==> src/rtl/serial_cfg_tx.sv <==
// serial_cfg_tx: serialises a 5-bit configuration word {gain, mode} onto a
// single data line, d0 first, framed by o_frame. A one-entry holding buffer
// lets the next word be queued while the current one shifts out, so frames
// can run back to back separated only by the GAP_CYCLES idle gap.
module serial_cfg_tx #(
    parameter int unsigned GAP_CYCLES = 2   // legal range 1..7
) (
    input  logic       i_sclk,
    input  logic       i_resetbAll,
    input  logic       i_load,
    input  logic [2:0] i_gain,
    input  logic [1:0] i_mode,
    input  logic       i_abort,
    output logic       o_accept,
    output logic       o_sdout,
    output logic       o_frame,
    output logic       o_busy,
    output logic       o_done,
    output logic [3:0] o_frame_cnt
);

    typedef enum logic [1:0] {
        ST_IDLE  = 2'd0,
        ST_SHIFT = 2'd1,
        ST_GAP   = 2'd2
    } state_t;

    // The gap counter is loaded on the o_done edge and the frame relaunches
    // when it reaches zero, giving exactly GAP_CYCLES low cycles of o_frame.
    localparam logic [2:0] GAP_LOAD = 3'(GAP_CYCLES - 1);

    state_t     state_q,   state_d;
    logic [4:0] buf_q,     buf_d;       // bit i holds frame bit d_i
    logic       full_q,    full_d;
    logic [3:0] shreg_q,   shreg_d;     // remaining bits d1..d4, LSB next out
    logic [2:0] bit_idx_q, bit_idx_d;
    logic [2:0] gap_cnt_q, gap_cnt_d;
    logic       sdout_q,   sdout_d;
    logic       frame_q,   frame_d;
    logic       busy_q,    busy_d;
    logic       done_q,    done_d;
    logic       accept_q,  accept_d;
    logic [3:0] cnt_q,     cnt_d;
    logic       launch;

    // Next-state logic: abort dominates, then frame sequencing, then buffer fill.
    always_comb begin
        state_d   = state_q;
        buf_d     = buf_q;
        full_d    = full_q;
        shreg_d   = shreg_q;
        bit_idx_d = bit_idx_q;
        gap_cnt_d = gap_cnt_q;
        sdout_d   = 1'b0;
        frame_d   = 1'b0;
        done_d    = 1'b0;
        accept_d  = 1'b0;
        cnt_d     = cnt_q;
        launch    = 1'b0;

        if (i_abort) begin
            // Drop both the frame in flight and the queued word.
            state_d   = ST_IDLE;
            full_d    = 1'b0;
            bit_idx_d = 3'd0;
            gap_cnt_d = 3'd0;
        end else begin
            case (state_q)
                ST_IDLE: begin
                    if (full_q) begin
                        launch = 1'b1;
                    end
                end
                ST_SHIFT: begin
                    if (bit_idx_q != 3'd4) begin
                        bit_idx_d = bit_idx_q + 3'd1;
                        sdout_d   = shreg_q[0];
                        shreg_d   = {1'b0, shreg_q[3:1]};
                        frame_d   = 1'b1;
                    end else begin
                        done_d    = 1'b1;
                        cnt_d     = cnt_q + 4'd1;
                        gap_cnt_d = GAP_LOAD;
                        bit_idx_d = 3'd0;
                        state_d   = ST_GAP;
                    end
                end
                ST_GAP: begin
                    if (gap_cnt_q == 3'd0) begin
                        if (full_q) begin
                            launch = 1'b1;
                        end else begin
                            state_d = ST_IDLE;
                        end
                    end else begin
                        gap_cnt_d = gap_cnt_q - 3'd1;
                    end
                end
                default: begin
                    state_d = ST_IDLE;
                end
            endcase

            // Move the buffered word into the shifter and put d0 on the line.
            if (launch) begin
                shreg_d   = buf_q[4:1];
                sdout_d   = buf_q[0];
                frame_d   = 1'b1;
                bit_idx_d = 3'd0;
                state_d   = ST_SHIFT;
                full_d    = 1'b0;
            end

            // A draining buffer can be refilled on the same edge.
            if (i_load && (!full_q || launch)) begin
                buf_d    = {i_gain[0], i_gain[1], i_gain[2], i_mode[1], i_mode[0]};
                full_d   = 1'b1;
                accept_d = 1'b1;
            end
        end

        busy_d = (state_d != ST_IDLE) || full_d;
    end

    // State and registered outputs, cleared asynchronously by i_resetbAll.
    always_ff @(posedge i_sclk or negedge i_resetbAll) begin
        if (!i_resetbAll) begin
            state_q   <= ST_IDLE;
            buf_q     <= 5'd0;
            full_q    <= 1'b0;
            shreg_q   <= 4'd0;
            bit_idx_q <= 3'd0;
            gap_cnt_q <= 3'd0;
            sdout_q   <= 1'b0;
            frame_q   <= 1'b0;
            busy_q    <= 1'b0;
            done_q    <= 1'b0;
            accept_q  <= 1'b0;
            cnt_q     <= 4'd0;
        end else begin
            state_q   <= state_d;
            buf_q     <= buf_d;
            full_q    <= full_d;
            shreg_q   <= shreg_d;
            bit_idx_q <= bit_idx_d;
            gap_cnt_q <= gap_cnt_d;
            sdout_q   <= sdout_d;
            frame_q   <= frame_d;
            busy_q    <= busy_d;
            done_q    <= done_d;
            accept_q  <= accept_d;
            cnt_q     <= cnt_d;
        end
    end

    assign o_accept    = accept_q;
    assign o_sdout     = sdout_q;
    assign o_frame     = frame_q;
    assign o_busy      = busy_q;
    assign o_done      = done_q;
    assign o_frame_cnt = cnt_q;

endmodule
==> config.mk <==
export PLATFORM = sky130hd
export DESIGN_NAME = serial_cfg_tx
export DESIGN_NICKNAME = d
export VERILOG_FILES = /design/src/rtl/serial_cfg_tx.sv
export SDC_FILE = /design/constraint.sdc
export NUM_CORES = 1
export LEC_CHECK = 0
export CORE_ASPECT_RATIO = 1.4
export CORE_MARGIN = 10
export CORE_UTILIZATION = 50
export CTS_BUF_LIST = sky130_fd_sc_hd__clkbuf_4 sky130_fd_sc_hd__clkbuf_8
export DETAILED_ROUTE_END_ITERATION = 8
export GPL_TIMING_DRIVEN = 0
export PLACE_DENSITY = 0.81
export SYNTH_ARGS = -nofsm -noshare
export SYNTH_HDL_FRONTEND = slang
export SYNTH_SLANG_ARGS = --single-unit
==> constraint.sdc <==
create_clock -name i_sclk -period 3.1 [get_ports i_sclk]
set_input_delay 0.62 -clock i_sclk [delete_from_list [all_inputs] [get_ports i_sclk]]
set_output_delay 0.62 -clock i_sclk [all_outputs]
set_load 0.005 [all_outputs]
After elaboration in Yosys (flattened, before gate mapping)
Cells that the tools add are included.

Input port bits: 9. Output and inout port bits: 9. Register bits after elaboration: 27.

Bitwise logic cells: 2. Equal/unequal tests: 5. Add/sub/neg operators: 3. Multiplexer cells: 37. Reductions and logical operators: 15.

Operators with widths (count): two-way mux 3 bit (7); two-way mux 1 bit (19); two-way mux 4 bit (3); two-way mux 2 bit (5); inequality test 3 bit, second input constant (3); AND reduction 3 bit (3); one-hot mux 2 bit (3 select lines) (1); one-hot mux 3 bit (2 select lines) (1); nonzero test 2 bit (3); nonzero test 3 bit (2); adder 4 x 1 -> 4 bit, second input constant (1); adder 3 x 1 -> 3 bit, second input constant (1); zero test 3 bit (1); subtractor 3 x 1 -> 3 bit, second input constant (1); equality test 2 x 1 -> 1 bit, second input constant (1); equality test 2 bit, second input constant (1); zero test 2 bit (1); logical OR 1 bit (2); NOT 1 bit (2); one-hot mux 1 bit (2 select lines) (1); AND reduction 2 bit (1); logical AND 1 bit (1); zero test 1 bit (1).

Logic depth before layout (Yosys ltp)
Depth in word-level cells: 9. Gate-level depth with buffers: 7.

Least setup slack after synthesis
No wires, ideal clock.

Path kind: reg2reg. Start point: register gap_cnt_q[0]. End point: register shreg_q[1]. Path slack: 1.411 ns. Required time: 3.033 ns. Clock period less this slack: 1.689 ns. Path buffers: 0. Cell stages (with the launch flop): 8. Arrival: 1.622 ns. Cells stage by stage: dfrtp_1 > inv_1 > ha_1 > ha_1 > and2b_4 > nor4b_2 > or2_4 > o221a_1.

Word-level cells in the longest chain between the ends: 6. Elaborated cells on any way between the ends: 8.

Ends and longest elaborated chain: start, declared (RTL line 37) `logic [2:0] gap_cnt_q, gap_cnt_d;`; start signal, assigned (RTL line 146) `gap_cnt_q <= gap_cnt_d;`; zero test 3 bit * (RTL line 89) `if (gap_cnt_q == 3'd0) begin`; two-way mux 1 bit * (RTL line 89); one-hot mux 1 bit (2 select lines) * (RTL line 68) `case (state_q)`; two-way mux 1 bit * (RTL line 61) `if (i_abort) begin`; nonzero test 2 bit (no source line); AND reduction 3 bit (no source line); end signal, assigned (RTL line 144) `shreg_q <= shreg_d;`; end, declared (RTL line 35) `logic [3:0] shreg_q, shreg_d;`.

Mark *: on every way between the ends. The rest lies on a longest branch, timed or not. The select of a mux whose other input is x is not followed. A chain may end at the register's enable or synchronous reset.

Worst setup path in the final report
Same ends and word-level chain as after synthesis.

==> metrics.cfg <==
[place]
hpwl_um = 1700
placed_cells = 152
gp_congestion = 0.709
dp_slack_ns = 0.801
portBuffers = 17

[final_layout]
drive_above_1_share_pct = 23.0
fillCellCount = 218
n_antenna_cell = 0
nNetsFinal = 137
fin_cells = 156
mostFrequentLayoutCells = dfrtp_1, clkdlybuf4s50_1, inv_1
area_delta_synth_final_pct = 19.0
seqCellArea_um2 = 676
layout_commonest_cell = dfrtp_1
final_core_util_pct = 62.4
multi_input_area_um2 = 546

[timing]
slew_headroom_pct = 24.2
setup_ws_ns = 1.16
finalSetupViolations = 0
fin_setup_tns_ns = 0
max_freq_ghz = 0.515
hold_viol_final = 0
final-max-slew-violation-count = 0
tightestPinTransition_ns = 1.13
min_period_ns = 1.94
rsz0062_at_grt = false
finalClockSkew_ns = 0.00183
finalCritPeriodShare_pct = 62.7

[power]
power_frac_comb_pct = 16.5
ir_drop_v = 0.000328
swShare_pct = 25.2
leakage_nw = 0.669
clockPowerShare_pct = 22.0
p_int_mw = 0.500
p_switching_mw = 0.169
power_density_nw_per_um2 = 444
sequentialPowerShare_pct = 61.5

[floorplanning]
ios = 18
dieHeight_um = 79.6
core_area_um2 = 2420
rows = 21
start_util_pct = 52.4
die_area_um2 = 4980
die_w_um = 62.6

[clock_tree]
cts_resized = 0
cts-root-buf = clkbuf_4
clk-insertion-delay-late_ns = 0.33
cts_sinks = 27
cts_setup_buffers = 0
cts_tree = built
cts_hold_buf = 0
cts_buffer_depth = 2
cts_buffers = 3
htree_levels = 1
clkTransAtPathRegs_ns = 0.13

[detailed_routing]
routedWlPerCell_um = 14.0
ant_nets = 0
viasPerCell = 5.29
wl_um = 2180
drc = 0
first_iter_violations = 18
vias = 825
firstDrtPassIters = 4

[global_route]
grt_usage_pct = 9.20
grt_pass1_vias = 880
grt_max_degree = 28
overflow = 0
antenna_found_initial = 0
grt_pass1_wl_um = 3770

[setup_path]
crit_path_max_fanout = 6
required_ns = 3.38
endpoint_kind = flop
start_kind = flop
worstRegToRegCells = 7
critical_path_class = flop to flop
cp.arrival_ns = 2.22

[synth]
synth-main-ff-cell = dfrtp_1
ys_seq_area_share_pct = 53.3
syn-instance-count = 101
syn_area_um2 = 1270
yosys_warnings = 0
ys_types = 35
syn_nets = 115
synth-seq-cells = 27
async_flop_share_pct = 100
synth-edff-count = 0
avgSynthCellArea_um2 = 12.5

[run_status]
outcome = complete, no violations

[worst_hold_path]
min_path_type = flop to flop
hold_path_depth = 1

[flow_run]
cap_violations = 0

sequential cells by signal (all words and copies together), names as in the netlist:
name,flops
bit_idx_q,3
buf_q,5
full_q,1
gap_cnt_q,3
o_accept,1
o_busy,1
o_done,1
o_frame,1
o_frame_cnt,4
o_sdout,1
shreg_q,4
state_q,2
cell usage after synthesis (2+ instances only):
cell / n / area, um^2
dfrtp_1: 27 / 676
o21ai_0: 3 / 15.0
o21ai_1: 2 / 10.0
mux2_4: 3 / 45.0
ha_1: 5 / 62.6
o221a_1: 2 / 22.5
xnor2_1: 2 / 17.5
or2_2: 2 / 12.5
nand2b_1: 2 / 12.5
a22o_2: 2 / 20.0
nand2_1: 4 / 15.0
nor2_1: 3 / 11.3
mux2_2: 6 / 67.6
a21oi_1: 4 / 20.0
a221oi_1: 2 / 17.5
nor3_1: 3 / 15.0
inv_1: 11 / 41.3
cells by family after synthesis:
family	Yosys count	share of synthesized area (%)
AND/OR/NAND/NOR	27	16.3
flip-flops	27	53.3
AO/OA/AOI/OAI	17	9.97
buffers and inverters	12	3.65
multiplexers	10	9.77
adder cells (fa/ha/maj)	5	4.94
XOR/XNOR	3	2.07
final cells by class:
cell class	count	share of cell area [%]
buffer	1	0.332
clock inverter	1	0.332
tap	34	2.82
clock buffer	3	1.49
sequential	27	44.8
inverter	11	2.74
multi-input combinational	62	36.2
timing repair buffer	17	11.3
per-layer routing:
layer	share of wire, %	global-route usage, %
met4	2.2	5.38
met5	0	0
met1	39	8.59
met3	5.1	2.39
met2	54	17.6
through the flow:
step	hold slack, ns	power (mW)	cell area [um^2]
final	0.479	0.669	1510
after global routing	0.495	0.706	1510
after CTS	0.484	0.679	1510
after global placement	0.461	0.522	1480
after floorplan	0.324	0.482	1270
after detailed placement	0.465	0.530	1480
worst paths after layout:
kind,start,end,slack (ns)
max,gap_cnt_q[0],shreg_q[1],1.16
min reg2reg,o_frame_cnt[3],o_frame_cnt[3],0.48
min in group asynchronous,i_resetbAll,shreg_q[1],0.88
max reg2reg,gap_cnt_q[0],shreg_q[1],1.16
min,o_frame_cnt[3],o_frame_cnt[3],0.48
max in group asynchronous,i_resetbAll,o_done,1.55
power by group through the flow:
| stage | clock [mW] | combinational [mW] | sequential [mW] |
|---|---|---|---|
| after global routing | 0.167 | 0.123 | 0.416 |
| after floorplan | 0 | 0.0679 | 0.414 |
| after CTS | 0.154 | 0.113 | 0.411 |
| final | 0.147 | 0.110 | 0.411 |
| after global placement | 0 | 0.106 | 0.416 |
| after detailed placement | 0 | 0.112 | 0.418 |
critical path: stages (launching register included):
cell and delay (ns):
dfrtp_1 0.42, inv_1 0.06, ha_1 0.14, ha_1 0.16, and2b_4 0.20, nor4b_2 0.48, or2_4 0.24, o221a_1 0.18
No activity file was read; power rests on OpenSTA's default activity.
